==> src/rtl/hazard_scoreboard.sv <==
// Generic hazard/forwarding scoreboard: DEPTH in-flight writer slots with Tnew countdowns,
// checked against decode-stage Tuse. Define HAZ_MDU_EN to build the mult/div busy counter.
module hazard_scoreboard #(
  parameter int DEPTH    = 3,
  parameter int NUM_SRC  = 2,
  parameter int TNEW_W   = 2,
  parameter int MULT_LAT = 5,
  parameter int DIV_LAT  = 10,
  parameter int SEL_W    = $clog2(DEPTH + 1)
) (
  input  logic                      clk,
  input  logic                      reset_n,
  input  logic                      d_valid,
  input  logic [4:0]                d_dest,
  input  logic [TNEW_W-1:0]         d_tnew,
  input  logic [NUM_SRC*5-1:0]      d_src_addr,
  input  logic [NUM_SRC*TNEW_W-1:0] d_src_tuse,
  input  logic [NUM_SRC-1:0]        d_src_used,
  input  logic                      d_md,
  input  logic                      md_start,
  input  logic                      md_is_div,
  input  logic                      flush,
  output logic                      stall,
  output logic [NUM_SRC*SEL_W-1:0]  d_fwd_sel,
  output logic [NUM_SRC*SEL_W-1:0]  e_fwd_sel,
  output logic                      md_busy
);

  typedef struct packed {
    logic              valid;
    logic [4:0]        dest;
    logic [TNEW_W-1:0] tnew;
  } slot_t;

  typedef struct packed {
    logic              hit;
    logic [SEL_W-1:0]  sel;
    logic [TNEW_W-1:0] tnew;
  } match_t;

  slot_t                r_slot [1:DEPTH];
  logic [NUM_SRC*5-1:0] r_e_src_addr;
  logic [NUM_SRC-1:0]   r_e_src_used;

  logic [NUM_SRC-1:0]   w_data_stall;
  match_t               w_d_match;
  match_t               w_e_match;
  logic                 w_md_stall;
  logic                 w_insert;

  // Scanning oldest-to-youngest lets the lowest matching slot overwrite older matches.
  function automatic match_t find_youngest(input logic [4:0] addr, input int first);
    match_t m;
    m = '0;
    for (int k = DEPTH; k >= 1; k--) begin
      if (k >= first && r_slot[k].valid && r_slot[k].dest != 5'd0 && r_slot[k].dest == addr) begin
        m.hit  = 1'b1;
        m.sel  = SEL_W'(k);
        m.tnew = r_slot[k].tnew;
      end
    end
    return m;
  endfunction

  function automatic slot_t advance(input slot_t s);
    slot_t n;
    n = s;
    if (n.tnew != '0) n.tnew = n.tnew - 1'b1;
    return n;
  endfunction

  always_comb begin
    // NOTE: every output of this block gets a default first so no latch is inferred.
    w_data_stall = '0;
    d_fwd_sel    = '0;
    e_fwd_sel    = '0;
    w_d_match    = '0;
    w_e_match    = '0;
    for (int i = 0; i < NUM_SRC; i++) begin
      w_d_match = find_youngest(d_src_addr[i*5 +: 5], 1);
      if (d_src_used[i] && w_d_match.hit) begin
        if (w_d_match.tnew > d_src_tuse[i*TNEW_W +: TNEW_W]) w_data_stall[i] = 1'b1;
        if (w_d_match.tnew == '0) d_fwd_sel[i*SEL_W +: SEL_W] = w_d_match.sel;
      end
      w_e_match = find_youngest(r_e_src_addr[i*5 +: 5], 2);
      if (r_slot[1].valid && r_e_src_used[i] && w_e_match.hit && w_e_match.tnew == '0)
        e_fwd_sel[i*SEL_W +: SEL_W] = w_e_match.sel;
    end
  end

  assign w_md_stall = d_md & md_busy;
  assign stall      = d_valid & ((|w_data_stall) | w_md_stall);
  assign w_insert   = d_valid & ~stall & ~flush;

  always_ff @(posedge clk or negedge reset_n) begin
    if (!reset_n) begin
      // NOTE: the slot array is a handful of flops, not a RAM, so every entry is reset.
      for (int k = 1; k <= DEPTH; k++) r_slot[k] <= '0;
      r_e_src_addr <= '0;
      r_e_src_used <= '0;
    end else begin
      // NOTE: non-blocking assignments make the shift order-independent.
      for (int k = 2; k <= DEPTH; k++) r_slot[k] <= advance(r_slot[k-1]);
      if (w_insert) begin
        r_slot[1]    <= '{valid: 1'b1, dest: d_dest, tnew: d_tnew};
        r_e_src_addr <= d_src_addr;
        r_e_src_used <= d_src_used;
      end else begin
        r_slot[1]    <= '0;
        r_e_src_addr <= '0;
        r_e_src_used <= '0;
      end
    end
  end

`ifdef HAZ_MDU_EN
  localparam int LAT_MAX = (DIV_LAT > MULT_LAT) ? DIV_LAT : MULT_LAT;
  localparam int CNT_W   = $clog2(LAT_MAX + 1);

  logic [CNT_W-1:0] r_md_cnt;

  always_ff @(posedge clk or negedge reset_n) begin
    if (!reset_n)             r_md_cnt <= '0;
    else if (md_start)        r_md_cnt <= md_is_div ? CNT_W'(DIV_LAT) : CNT_W'(MULT_LAT);
    else if (r_md_cnt != '0)  r_md_cnt <= r_md_cnt - 1'b1;
  end

  assign md_busy = (r_md_cnt != '0) | md_start;
`else
  logic w_unused_md;
  assign w_unused_md = ^{md_start, md_is_div, 32'(MULT_LAT), 32'(DIV_LAT)};
  assign md_busy     = 1'b0;
`endif

endmodule

==> config.mk <==
export PLATFORM = sky130hd
export DESIGN_NAME = hazard_scoreboard
export DESIGN_NICKNAME = d
export VERILOG_FILES = /design/src/rtl/hazard_scoreboard.sv
export SDC_FILE = /design/constraint.sdc
export NUM_CORES = 1
export LEC_CHECK = 0
export ABC_AREA = 1
export BUFFER_PORTS_ARGS = -buffer_cell sky130_fd_sc_hd__buf_2
export CORE_ASPECT_RATIO = 0.8
export CORE_MARGIN = 2
export CORE_UTILIZATION = 35
export DETAILED_ROUTE_END_ITERATION = 16
export SLEW_MARGIN = 20
export SYNTH_ARGS = -nofsm -noshare
export SYNTH_HDL_FRONTEND = slang
export SYNTH_SLANG_ARGS = --single-unit
export TNS_END_PERCENT = 30
==> constraint.sdc <==
create_clock -name clk -period 3.4 [get_ports clk]
set_clock_uncertainty 0.2 [all_clocks]
set_input_delay 0.51 -clock clk [delete_from_list [all_inputs] [get_ports clk]]
set_output_delay 0.51 -clock clk [all_outputs]
set_load 0.01 [all_outputs]
# [Word level (Yosys, flattened, before mapping)]
# Cells that the tools add are included.
[totals] latch_bits=0 in_bits=30 wordCells=86 ramBits=0 output_inout_bits=10 rom_bits=0 regBits=36 mem_count=0
[classes] muxes=25 n_shift=0 multipliers=0 reduce_logical=31 n_addsub=2 n_lt_le_gt_ge=2 div=0 eq_ne=10 bitwise=5
[op_table] op="$eq 5x5->1" count=10
[op_table] op="$mux 5" count=10
[op_table] op="$logic_and 1x1->1" count=21
[op_table] op="$mux 2" count=9
[op_table] op="$reduce_bool 5->1" count=3
[op_table] op="$mux 10" count=1
[op_table] op="$logic_not 2->1" count=4
[op_table] op="$mux 8" count=1
[op_table] op="$gt 2x2->1" count=2
[op_table] op="$mux 1" count=4
[op_table] op="$reduce_bool 2->1" count=2
[op_table] op="$sub 2x1->2 const B" count=2
[op_table] op="$and 1x1->1" count=3
[op_table] op="$not 1->1" count=2
[op_table] op="$reduce_or 2->1" count=1

# [Longest topological paths before layout]
# Gate-level depths: netlist of run 1.
[depth] ltp_word=15 ltp_mapped=19 mapped_depth_nobuf=18

# [Worst setup path after synthesis of run 1]
# No wires, ideal clock.
[synth_path] kind="in2out" start="input d_src_addr[7]" end="output stall" arrival_ns=2.133 required_ns=2.690 n_path_buf=0 path_stages=13 slack_ns=0.557 cell_sequence="inv_1 -> nand2_1 -> nand2_1 -> nor2_1 -> nand3_1 -> nor2_1 -> nand3_1 -> nand2_1 -> nand2_1 -> ha_1 -> a211oi_1 -> o21ai_4 -> a21oi_1"
[synth_between] elab_chain_cells=10 elab_cells_between_ends=15 classes_between="order compare: 1; eq/ne: 3; mux: 5; bitwise: 1; reduce/logical: 5"
[synth_lines] item="start, declared" line_no="16" text="input logic [NUM_SRC*5-1:0] d_src_addr,"
[synth_lines] item="$eq 5x5->1" line_no="56" text="if (k >= first && r_slot[k].valid && r_slot[k].dest != 5'd0 && r_slot[k].dest == addr) begin"
[synth_lines] item="$logic_and 1x1->1" line_no="56"
[synth_lines] item="$mux 5 (2 in series)" line_no="56"
[synth_lines] item="$mux 5 *" line_no="56"
[synth_lines] item="$gt 2x2->1" line_no="82" text="if (w_d_match.tnew > d_src_tuse[i*TNEW_W +: TNEW_W]) w_data_stall[i] = 1'b1;"
[synth_lines] item="$mux 1" line_no="82"
[synth_lines] item="$mux 1 *" line_no="81" text="if (d_src_used[i] && w_d_match.hit) begin"
[synth_lines] item="$reduce_or 2->1 *" line_no="92" text="assign stall = d_valid & ((|w_data_stall) | w_md_stall);"
[synth_lines] item="$and 1x1->1 *" line_no="92"
[synth_lines] item="end, declared" line_no="23" text="output logic stall,"
# Mark *: on every way between the ends. The rest lies on a longest branch, timed or not.

# [Worst setup path after layout of run 1]
[layout_path] start="register r_slot[2] (netlist name)" end="output stall"
[layout_between] elab_chain_cells=11 elab_cells_between_ends=22 classes_between="order compare: 2; eq/ne: 2; mux: 10; bitwise: 1; reduce/logical: 7"
[layout_lines] item="start, declared" line_no="41" text="slot_t r_slot [1:DEPTH];"
[layout_lines] item="$reduce_bool 5->1" line_no="56"
[layout_lines] item="$logic_and 1x1->1 (2 in series)" line_no="56"
[layout_lines] item="$mux 5 (3 in series)" line_no="56"
[layout_lines] item="$gt 2x2->1" line_no="82"
[layout_lines] item="$mux 1" line_no="82"
[layout_lines] item="$mux 1" line_no="81"
[layout_lines] item="$reduce_or 2->1 *" line_no="92"
[layout_lines] item="$and 1x1->1 *" line_no="92"
# Marks and branches as above.

==> results.md, run 1 <==
* Share of layout cells above drive strength 1 at between 30% and 40%
* Die span in y at roughly 80 um
* Root Buffer: clkbuf_8
* Crit Path Category: reg2out
* Initial Utilization at between 30% and 40%
* Top-area cell type share of the netlist area at a little under two fifths
* DRT Pass-1 Iters at 7
* CTS tree: yes
* EDFF count, synth at 0
* Worst r2r src: r_slot[2]
* Syn Area/Cell at approximately 7.8 sq um
* Max-slew violation count at 0
* Fin. Hold Viols at 0
* Vias per cell at ~4.4
* Core area at a little under 0.007 sq mm
* Via count at about 2000
* Post-synth cell types at 31
* Slowest Stage Delay on Critical Path at ~0.47 ns
* Tot Pwr at roughly 0.00095 W
* Clk Latency, worst-skew pair at between 0.2 and 0.3 ns
* Leak at approximately 1.6 nW
* I/O Buffers at 35
* WL final at about 5100 um
* Mapped Nets at 350
* CP Launch Type: flip-flop
* Top-count cell post-synth: nand2_1
* Seq/Total Area, Yosys at about 37%
* Worst EP arrival at roughly 2.5 ns
* VDD IR max at ~0.17 mV
* Power density cells at between 300 and 400 mW/mm^2
* FF-to-FF End: r_e_src_addr[2]
* Area leader, netlist: dfrtp_1
* FP Rows at 27
* MaxCap Viol Count at 0
* # DRC at 0
* DP Wirelength at ~4200 um
* Critical-path cell list: xor2_1 -> nor2_1 -> nand3_1 -> nor2_2 -> nand3_1 -> nand2_1 -> nand2_1 -> ha_1 -> a211oi_2 -> o21ai_4 -> a21oi_2 -> buf_2
* Grt total ovfl at 0
* Reg2reg path depth at 13
* Largest net degree at the start of global routing at 37
* Worst EP required at 2.69 ns
* Rel. slew slack at 47.6%
* Slowest stage cell on the critical path: dfrtp_2
* Yosys warning total at 0
* Sink Count at 36
* Crit Path Max Fanout at 6
* Peak Freq at roughly 0.31 GHz
* Yosys reg bits at 36
* Slew @ Worst Pin at ~0.79 ns
* Initial DRC count at 91
* Gpl congestion at approximately 0.83
* Top cells by area, synth: dfrtp_1, nand2_1, inv_1, xnor2_1, xor2_1
* Post-Syn Area at between 0.002 and 0.0025 sq mm
* I/O pin cnt at 40
* Period utilization at 95.1%
* Tmin final at approximately 3.2 ns
* Final nets at between 300 and 400
* Fin util at a little over two fifths
* Post-synthesis cell count at between 300 and 400
* GR Util All Layers at around 14%
* Htree depth at 2
* Status: completed
* Die ar. at 0.00770 sq mm
* DIE WIDTH at between 90 and 100 um
* Number of global-route vias before repair at roughly 1900
* Top_reg_cell synth: dfrtp_1
* Post-synth ARST share at 100%
* CP startpoint: r_slot[2]
* Register clock-pin slew on the reported worst setup and hold paths at 0.07 ns
* Hold_buf cts at 0
* WL per Instance at 11.4 um
* Worst setup endpoint: stall
* Post-synth top cells: nand2_1, inv_1, dfrtp_1, nor2_1, nor2_2
* Initial antenna violation count at 0
* Reg2reg setup slack at approximately 0.76 ns
* Final Setup Violations at 0
* Number of nets still failing antenna checks after routing at 0
* N_diodes at 0
* Total CTS buffers at 5
* Crit. End Element: output port
* Synth-to-layout area growth at 17.2%
* First-pass GRT wire length at between 8000 and 9000 um
* Min-delay worst type: in2async
* Clock Path Buffers at 2
-- cell type report --
cell class | count | area [sq um]
Sequential cell | 36 | 913
Fill cell | 713 | 3950
Clock buffer | 7 | 96.3
Multi-Input combinational cell | 214 | 1300
Timing Repair Buffer | 43 | 248
Inverter | 56 | 210
Tap cell | 87 | 109
-- worst min-delay path by stage --
| stage | start | to | slack [ns] |
|---|---|---|---|
| after floorplan | reset_n | r_e_src_addr[0] | 0.01 |
| after global placement | r_slot[15] | r_slot[7] | 0.20 |
| after detailed placement | r_slot[15] | r_slot[7] | 0.21 |
| after CTS | reset_n | r_slot[2] | 0.14 |
| after global routing | reset_n | r_e_src_used[1] | 0.16 |
| final | reset_n | r_e_src_used[1] | 0.10 |
-- power breakdown --
| part | leakage (nW) | internal, W | total [W] | switching (W) |
|---|---|---|---|---|
| sequential | 0.469 | 0.000445 | 0.000466 | 0.0000212 |
| clock | 0.0503 | 0.000180 | 0.000321 | 0.000141 |
| combinational | 1.05 | 0.0000656 | 0.000159 | 0.0000932 |
-- cells by family after synthesis --
group                      count (synthesis)  synth area share, %
and+or+nand+nor                          161                 32.3
buffers and inverters                     66                 12.5
DFF                                       36                 36.7
xor gates and xnor gates                  34                 12.1
AOI/OAI and AO/OA                         14                 4.08
adders and majority gates                  4                 2.04
other                                      1                0.153
-- per-layer routing --
layer	wire length, um	track usage [%]	share of wire, %	vias to the layer above
met1	2530	19.7	50	886
met5	0	0	0	-
li1	-	-	-	1028
met3	180	3.26	3.6	7
met2	2280	23.1	45	30
met4	68	4.58	1.3	0
-- layout by cell type (no fill, tap or decap), types with 2 or more instances in the layout --
cell type	count
ha_1	3
inv_1	41
a211oi_2	2
nand2_4	4
xnor2_1	17
nand4_1	3
dfrtp_1	26
nand3_2	4
buf_2	35
nor2_4	3
nor2_2	24
nand3_1	16
a21oi_1	4
inv_2	15
clkbuf_8	7
o21ai_2	4
nand2_1	70
dfrtp_2	10
xor2_1	17
buf_4	7
nor3_1	2
nor3_2	2
nor2_1	28
-- per-stage QoR --
stage	instance area, sq um	hold slack (ns)	instances	setup slack [ns]	setup TNS, ns
final	2870	0.103	443	0.165	0
after global placement	2660	0.195	429	0.182	0
after floorplan	2450	0.0144	316	0.557	0
after CTS	2760	0.135	436	0.0379	0
after global routing	2870	0.163	443	-0.0171	-0.0171
after detailed placement	2660	0.206	429	0.0826	0
-- critical path, delay by kind of cell (launching register included) --
| family | cells | cell delay [ns] |
|---|---|---|
| adder cells (fa/ha/maj) | 1 | 0.29 |
| flip-flops | 1 | 0.47 |
| AND/OR/NAND/NOR | 6 | 0.63 |
| AO/OA/AOI/OAI | 3 | 0.52 |
| buffers and inverters | 1 | 0.14 |
| XOR/XNOR | 1 | 0.18 |
-- flip-flops by register name (all words and copies together), names as in the netlist --
name	count
r_slot	24
r_e_src_used	2
r_e_src_addr	10
-- timing repair --
action	CTS	global route
gates resized for setup	2	19
setup buffers	0	7
setup endpoints to repair	1	1
pin swaps	0	3
No activity file was read; power rests on OpenSTA's default activity.
==> run 2, diff against run 1 <==
CORE_MARGIN = 3   (was 2)
CORE_UTILIZATION = 57   (was 35)
GPL_TIMING_DRIVEN = 0   (was not set)
PLACE_DENSITY = 0.8   (was not set)
==> run 2 against run 1 <==
Sequential power decreased by 1%. Count of clock-buffer cells in the layout unchanged. First-iteration DRC count increased by 56%. Cell count decreased by 5.0%. Highest routed layer unchanged. Non-clock buffer count increased by 9. Cell area increased by 3.7%. Global-route usage increased by 6.1 points. Hold slack got worse by 0.026 ns. Critical path depth increased by 5. Wire length increased by 0.99%. Combinational power increased by 14%.
==> results.md, run 2 (synthesis results as in run 1) <==
* Largest net degree at the start of global routing at 37
* Reg2reg setup slack at around 0.6 ns
* Share of layout cells above drive strength 1 at a little under two fifths
* I/O Buffers at 35
* Peak Freq at 0.303 GHz
* Fin. Hold Viols at 0
* Die ar. at approximately 0.005 sq mm
* CP Launch Type: flip-flop
* Area after DPL at approximately 0.0027 sq mm
* Finished Layout Cells at around 420
* Final Setup Violations at 0
* First-pass GRT wire length at 7990 um
* Crit Path Max Fanout at 5
* Worst EP required at 2.69 ns
* Final Cell Area at ~0.003 sq mm
* DRT Pass-1 Iters at 4
* FF-to-FF End: r_e_src_addr[3]
* FP Rows at 20
* Clk Latency, worst-skew pair at 0.29 ns
* Die span in y at approximately 65 um
* Worst EP arrival at 2.59 ns
* Number of nets still failing antenna checks after routing at 0
* Status: completed
* Worst path bufs/invs at 4
* Synth-to-layout area growth at 21.5%
* Grt total ovfl at 0
* Slew @ Worst Pin at 0.752 ns
* DP Wirelength at 3910 um
* Initial DRC count at 142
* Clock Path Buffers at 2
* MaxCap Viol Count at 0
* VDD IR max at 0.345 mV
* Initial Utilization at 62.0%
* Crit Path Category: reg2out
* Most common cell after layout, fill and taps aside: nand2_1
* Slowest Stage Delay on Critical Path at ~0.41 ns
* Max-slew violation count at 0
* N_diodes at 0
* Gpl congestion at 0.907
* Tot Pwr at roughly 0.00095 W
* Sink Count at 36
* Worst r2r src: r_slot[11]
* Power density cells at approximately 320 mW/mm^2
* Fillers at between 200 and 300
* Crit. End Element: output port
* Period utilization at 96.9%
* Initial antenna violation count at 0
* WL final at around 5100 um
* Rel. slew slack at 49.9%
* Hold_ws at between 0.07 and 0.08 ns
* Number of global-route vias before repair at 1765
* Leak at between 1.5 and 2 nW
* Core area at about 0.0040 sq mm
* Reg2reg path depth at 19
* Min-delay worst type: in2async
* CTS tree: yes
* Post-route setup TNS at 0 ns
* Htree depth at 2
* Top delay family on crit path: simple AND/OR/NAND/NOR gates
* Slowest stage cell on the critical path: dfrtp_1
* Commonest non-fill, non-tap cells in the layout: nand2_1, inv_1, buf_2
* Root Buffer: clkbuf_8
* Biggest regs: r_slot x24, r_e_src_addr x10, r_e_src_used x2
* Flip-flop count of the largest register after layout at 24
* Critical-path cell list: buf_6 -> inv_2 -> nand2_1 -> nand2_1 -> nand3_2 -> nor2_4 -> nand2_4 -> nand3_2 -> nand2_2 -> nand2_2 -> inv_2 -> ha_4 -> a21oi_2 -> a211oi_4 -> o21ai_4 -> a21oi_2 -> buf_2
* Tmin final at around 3.3 ns
* Hold_buf cts at 0
* Placed cell count at 406
* DIE WIDTH at a little under 80 um
* GR Util All Layers at 20.6%
* I/O pin cnt at 40
* Vias per cell at 4.75
* WL per Instance at roughly 12 um
* Final nets at 399
* Register clock-pin slew on the reported worst setup and hold paths at around 0.070 ns
* Total CTS buffers at 5
* # DRC at 0
* Biggest register: r_slot
* Via count at around 2000
[run 2: worst max path at each step]
stage | start | end | cells after the start
6_report | r_slot[11] | stall | 17
5_1_grt | r_slot[18] | stall | 15
4_1_cts | r_slot[11] | stall | 16
3_5_place_dp | d_src_addr[5] | stall | 15
3_3_place_gp | d_src_addr[7] | stall | 15
2_1_floorplan | d_src_addr[7] | stall | 13
[run 2: timing repair]
action / CTS / global route
pin swaps: 0 / 19
buffers inserted: 0 / 7
endpoints found under the setup margin: 1 / 1
resized for setup: 1 / 30
[run 2: worst reg2reg max path: cells and delay by family, from the launching register on]
family	cells	cell delay [ns]
and+or+nand+nor	10	0.77
buffers and inverters	5	0.58
AOI/OAI and AO/OA	3	0.43
DFF	1	0.41
adders and majority gates	1	0.28
[run 2: through the flow]
stage	setup WS (ns)	utilization (%)
2_1_floorplan	0.557	-
3_3_place_gp	0.195	68.2
3_5_place_dp	0.154	68.2
4_1_cts	0.0706	70.7
5_1_grt	-0.0828	75.4
6_report	0.104	75.4
[run 2: layout make-up]
type                            count  area, sq um  area share [%]
Inverter                           56          210            7.05
Clock buffer                        7         86.3            2.90
Multi-Input combinational cell    214         1380            46.2
Buffer                             10         96.3            3.23
Sequential cell                    36          903            30.3
Timing Repair Buffer               42          231            7.77
Tap cell                           55         68.8            2.31
Clock inverter                      1         7.51           0.252
[run 2: metal layers]
layer	part of all wire, %	global-route usage [%]	vias up
met3	4.6	4.17	8
li1	-	-	1043
met5	0	0	-
met1	48	28.2	905
met4	1.3	6.65	0
met2	46	32.9	43
[run 2: report_power, final]
part	internal, W	switching, W
sequential	0.000444	0.0000165
clock	0.000164	0.000144
combinational	0.0000757	0.000105
